## config.mk

```make
export PLATFORM = sky130hd
export DESIGN_NAME = fpu_exec_sequencer
export DESIGN_NICKNAME = d
export VERILOG_FILES = /design/src/rtl/fpu_exec_sequencer.sv
export SDC_FILE = /design/constraint.sdc
export NUM_CORES = 1
export LEC_CHECK = 0
export BUFFER_PORTS_ARGS = -buffer_cell sky130_fd_sc_hd__buf_2
export CAP_MARGIN = 20
export CORE_AREA = 2 2 52 54
export DETAILED_ROUTE_END_ITERATION = 6
export DIE_AREA = 0 0 54 56
export GPL_TIMING_DRIVEN = 0
export HOLD_SLACK_MARGIN = 0.08
export PLACE_DENSITY_LB_ADDON = 0.25
export SLEW_MARGIN = 40
export SYNTH_ARGS = -nofsm -noshare
export SYNTH_HDL_FRONTEND = slang
export SYNTH_SLANG_ARGS = --single-unit
```

## constraint.sdc

```tcl
create_clock -name clk -period 2.4 [get_ports clk]
set_clock_uncertainty 0.15 [all_clocks]
set_input_delay 0.24 -clock clk [delete_from_list [all_inputs] [get_ports clk]]
set_output_delay 0.24 -clock clk [all_outputs]
set_load 0.01 [all_outputs]
```

## src/rtl/fpu_exec_sequencer.sv

```systemverilog
// rtl/fpu_exec_sequencer.sv - Execute-stage FP operation sequencer
// Starts the FPU datapath, times fixed-latency ops, and waits on div/sqrt with a watchdog.
module fpu_exec_sequencer #(
    parameter int LAT_ADD = 2,
    parameter int LAT_MUL = 3,
    parameter int CW      = 4,
    parameter int TIMEOUT = 63,
    parameter int TW      = 6
) (
    input  logic       clk,
    input  logic       reset,
    input  logic       FPUReqE,
    input  logic [1:0] FPUOpE,
    input  logic       KillE,
    input  logic       UnitDone,
    output logic       UnitStart,
    output logic [1:0] UnitOp,
    output logic       UnitAbort,
    output logic       ResultEn,
    output logic       FPUOkE,
    output logic       FPUErr
);

    typedef enum logic [1:0] {
        IDLE = 2'd0,
        RUN  = 2'd1,
        DONE = 2'd2
    } seqState_t;

    seqState_t         state;
    seqState_t         nextState;
    logic [CW-1:0]     latCnt;
    logic [TW-1:0]     wdogCnt;
    logic              setErr;
    logic              isVar;

    // Op class bit 1 selects the handshake-completed div/sqrt datapath.
    assign isVar = UnitOp[1];

    always_comb begin
        nextState = state;
        UnitStart = 1'b0;
        UnitAbort = 1'b0;
        ResultEn  = 1'b0;
        FPUOkE    = 1'b1;
        setErr    = 1'b0;
        case (state)
            IDLE: begin
                FPUOkE = !FPUReqE;
                if (FPUReqE && !KillE) begin
                    UnitStart = 1'b1;
                    nextState = RUN;
                end
            end
            RUN: begin
                if (KillE) begin
                    UnitAbort = 1'b1;
                    nextState = IDLE;
                end else begin
                    FPUOkE = 1'b0;
                    if (isVar) begin
                        if (UnitDone) begin
                            nextState = DONE;
                        end else if (wdogCnt == TW'(TIMEOUT - 1)) begin
                            setErr    = 1'b1;
                            nextState = DONE;
                        end
                    end else if (latCnt == '0) begin
                        nextState = DONE;
                    end
                end
            end
            DONE: begin
                // The finished op's request is still high here; returning to IDLE
                // lets the pipeline present the next instruction before a new start.
                ResultEn  = !KillE;
                nextState = IDLE;
            end
            default: nextState = IDLE;
        endcase
        if (reset) begin
            UnitStart = 1'b0;
            UnitAbort = 1'b0;
            ResultEn  = 1'b0;
        end
    end

    always_ff @(posedge clk) begin
        if (reset) begin
            state   <= IDLE;
            latCnt  <= '0;
            wdogCnt <= '0;
            UnitOp  <= 2'b00;
            FPUErr  <= 1'b0;
        end else begin
            state <= nextState;
            if (UnitStart) begin
                UnitOp  <= FPUOpE;
                latCnt  <= (FPUOpE == 2'b01) ? CW'(LAT_MUL - 1) : CW'(LAT_ADD - 1);
                wdogCnt <= '0;
            end else if (state == RUN) begin
                if (!isVar && latCnt != '0) begin
                    latCnt <= latCnt - CW'(1);
                end
                if (isVar) begin
                    wdogCnt <= wdogCnt + TW'(1);
                end
            end
            if (setErr) begin
                FPUErr <= 1'b1;
            end
        end
    end

endmodule

```

==> metrics.md <==
| Metric | Value |
|---|---|
| Critical Path RT | `2.01 ns` |
| Antenna-violating nets left | `0` |
| Max Slew Vio Count | `0` |
| Max Cap Viol | `0` |
| XOR/XNOR share of the synthesized area | `0.08126` |
| Post-synth ARST share | `0` |
| Pin count of the biggest net entering global routing | `11` |
| Critical path type | `flip-flop to output pin` |
| Distinct cells, synth | `33` |
| RSZ-0062 raised after global routing | `false` |
| Clk root buf | `clkbuf_4` |
| Iter 0 DRT Violations | `5` |
| DR vias/cell | `4.640` |
| Final setup vio count | `0` |
| Yosys warning count | `0` |
| Share of layout cells above drive strength 1 | `0.2075` |
| Clock sink count | `15` |
| Resized Gates After CTS | `0` |
| Ant diodes | `0` |
| Final Wtd Congestion | `0.7608` |
| Htree depth | `1` |
| Compound-Gate Fraction of Synth Area | `0.09287` |
| Final instance area | `904.6 um2` |
| Hold crit path type | `input pin to flip-flop` |
| Most common cell in the netlist | `dfxtp_1` |
| CP cell instances | `or4b_1 -> buf_2 -> nor2_1 -> buf_2` |
| Nets | `118` |
| Peak supply drop | `275.6 uV` |
| LEAKAGE | `0.3823 nW` |
| Top_reg_cell synth | `dfxtp_1` |
| CP Max Fanout | `7` |
| Crit. End Element | `output pin` |
| CTS Buffer Depth | `2` |
| Fmax | `roughly 0.51 GHz` |
| Initial antenna violation count | `0` |
| TritonRoute pass-1 iters | `4` |
| Synth Area in Adders | `0.06633` |
| Final min period | `1.958 ns` |
| Largest area contributor in the netlist | `dfxtp_1` |
| Latest clock arrival within the worst-skew pair | `0.28 ns` |
| Cell Area, Synth | `754.5 um2` |
| DIE WIDTH | `54 um` |
| Vias in the first global route | `580` |
| Final period utilization | `0.8160` |
| Area contributors post-synth | `dfxtp_1 40%, xor2_1 7.0%, ha_1 6.6%` |
| DR vias | `approximately 630` |
| DPL Wire Length | `1068 um` |
| Largest family of logic cells by synthesized area | `simple AND/OR/NAND/NOR gates` |
| Reg clk slew, reported paths | `0.09 ns` |
| Multiplexer area fraction after synthesis | `0.01493` |
| Area grow syn2layout | `19.90%` |
| Placed instance area | `roughly 860 um2` |
| Std-Cell Core Area | `2432 um2` |
| FF/Latch Area | `300.3 um2` |
| I/O pins | `14` |
| Area of the multi-input gates | `417.9 um2` |
| Final hold slack | `0.1676 ns` |
| Post-synthesis register bit count | `15` |
| Seq/Total Area, Yosys | `0.3980` |
| Final setup TNS | `0 ns` |
| Outcome | `finished clean` |
| Syn nets | `98` |
| CP arrival | `1.57 ns` |
| Site Rows | `18` |
| Mean Syn Cell Area | `8.672 um2` |
| Overflow after GRT | `0` |
| Slowest-stage cell, CP | `or4b_1` |
| Total Wirelength | `roughly 1400 um` |
| Tot Pwr | `0.4706 mW` |
| Starting Density | `0.3102` |
| Critical Path Source Type | `flip-flop` |
| First-pass GRT wire length | `2421 um` |
| Crit-path most repeated cell | `buf_2` |
| Post-Synth Simple-Gate Area | `0.2985` |
| Post-synth EDFFs | `0` |
| Final hold violation count | `0` |
| Largest stage delay, worst path | `0.52 ns` |
| Die area | `3024 um2` |
| GRT Resource Usage Total | `0.1053` |
| Fillcell total | `273` |
| Worst slew pin tran | `roughly 0.39 ns` |
| Die H | `56 um` |
| CTS tree | `built` |
| Top cells by count, synth | `15 x dfxtp_1, 10 x nand2_1, 10 x nor2_1` |
| Buffers on Ports | `13` |
| Wire per inst | `10.33 um` |
| TritonCTS Buffers | `3` |
| Rel. slew slack | `0.7392` |
| Top cell type's share of synthesized area | `0.3980` |
| Mapped Cells | `87` |
| Drt drc | `0` |
| Pwr/cell area | `520.2 nW/um2` |
## cells by family after synthesis
kind of cell	after synthesis
AND/OR/NAND/NOR	41
flip-flops	15
AO/OA/AOI/OAI	10
buffers and inverters	9
XOR/XNOR	7
adder cells (fa/ha/maj)	4
multiplexers	1
## metal layers
layer	up-vias	routed length [um]	GRT usage
met5	-	0	0
met4	0	17	0.04286
met1	284	716	0.1417
met2	6	633	0.1585
met3	2	38	0.02419
li1	339	-	-
## flip-flops by register name, summed over array words and instances, names as in the netlist
register and flops:
FPUErr 1, UnitOp 2, state 2, wdogCnt 6, latCnt 4
## worst max-delay path: cells and delay by family (launching register included)
family / cells / cell delay (ns)
flip-flops: 1 / 0.38
AND/OR/NAND/NOR: 2 / 0.60
buffers and inverters: 2 / 0.30
## through the flow
| stage | std cells | utilization | setup slack, ns |
|---|---|---|---|
| after CTS | 136 | 0.3719 | 0.4383 |
| after floorplan | 87 | - | 0.6214 |
| final | 136 | 0.3719 | 0.4415 |
| after global routing | 136 | 0.3719 | 0.3175 |
| after detailed placement | 130 | 0.3524 | 0.5153 |
| after global placement | 130 | 0.3524 | 0.5207 |
## area by class of cell
| type | instances | share of cell area |
|---|---|---|
| Sequential cell | 15 | 0.3320 |
| Clock buffer | 3 | 0.02490 |
| Buffer | 5 | 0.02351 |
| Timing Repair Buffer | 15 | 0.09405 |
| Inverter | 4 | 0.01660 |
| Clock inverter | 1 | 0.005533 |
| Tap cell | 30 | 0.04149 |
| Multi-Input combinational cell | 63 | 0.4620 |
## report_power, final
part	switching [mW]	leakage, nW	internal [mW]	total, mW
Combinational	0.0337	0.243	0.0304	0.0640
Clock	0.0837	0.0177	0.0617	0.145
Sequential	0.00612	0.122	0.255	0.261
Total	0.123	0.382	0.347	0.471
## path summary, 6_finish.rpt
path	from	endpoint	slack (ns)	cells after the start
max	state[1]	UnitStart	0.44	4
min	UnitDone	FPUErr	0.17	3
max reg2reg	latCnt[0]	latCnt[0]	0.51	7
min reg2reg	UnitOp[0]	UnitOp[0]	0.31	2
## cells in the final DEF, fill, tap and decap left out, types with 2 or more instances in the layout
cell type	n
nor2_1	10
inv_1	3
clkbuf_1	3
dlygate4sd3_1	2
dfxtp_1	15
and3b_1	2
nand3_1	3
nand2b_1	2
nor3_1	2
buf_2	15
xor2_1	6
nand4_1	2
a21oi_1	4
ha_1	4
nand2_1	10
clkbuf_4	3
## timing repair
item	CTS	global route
buffers inserted	0	0
hold buffers	2	0
endpoints found under the hold margin	2	0
setup endpoints to repair	0	0
Note: power is estimated with default switching activity, not from simulation.
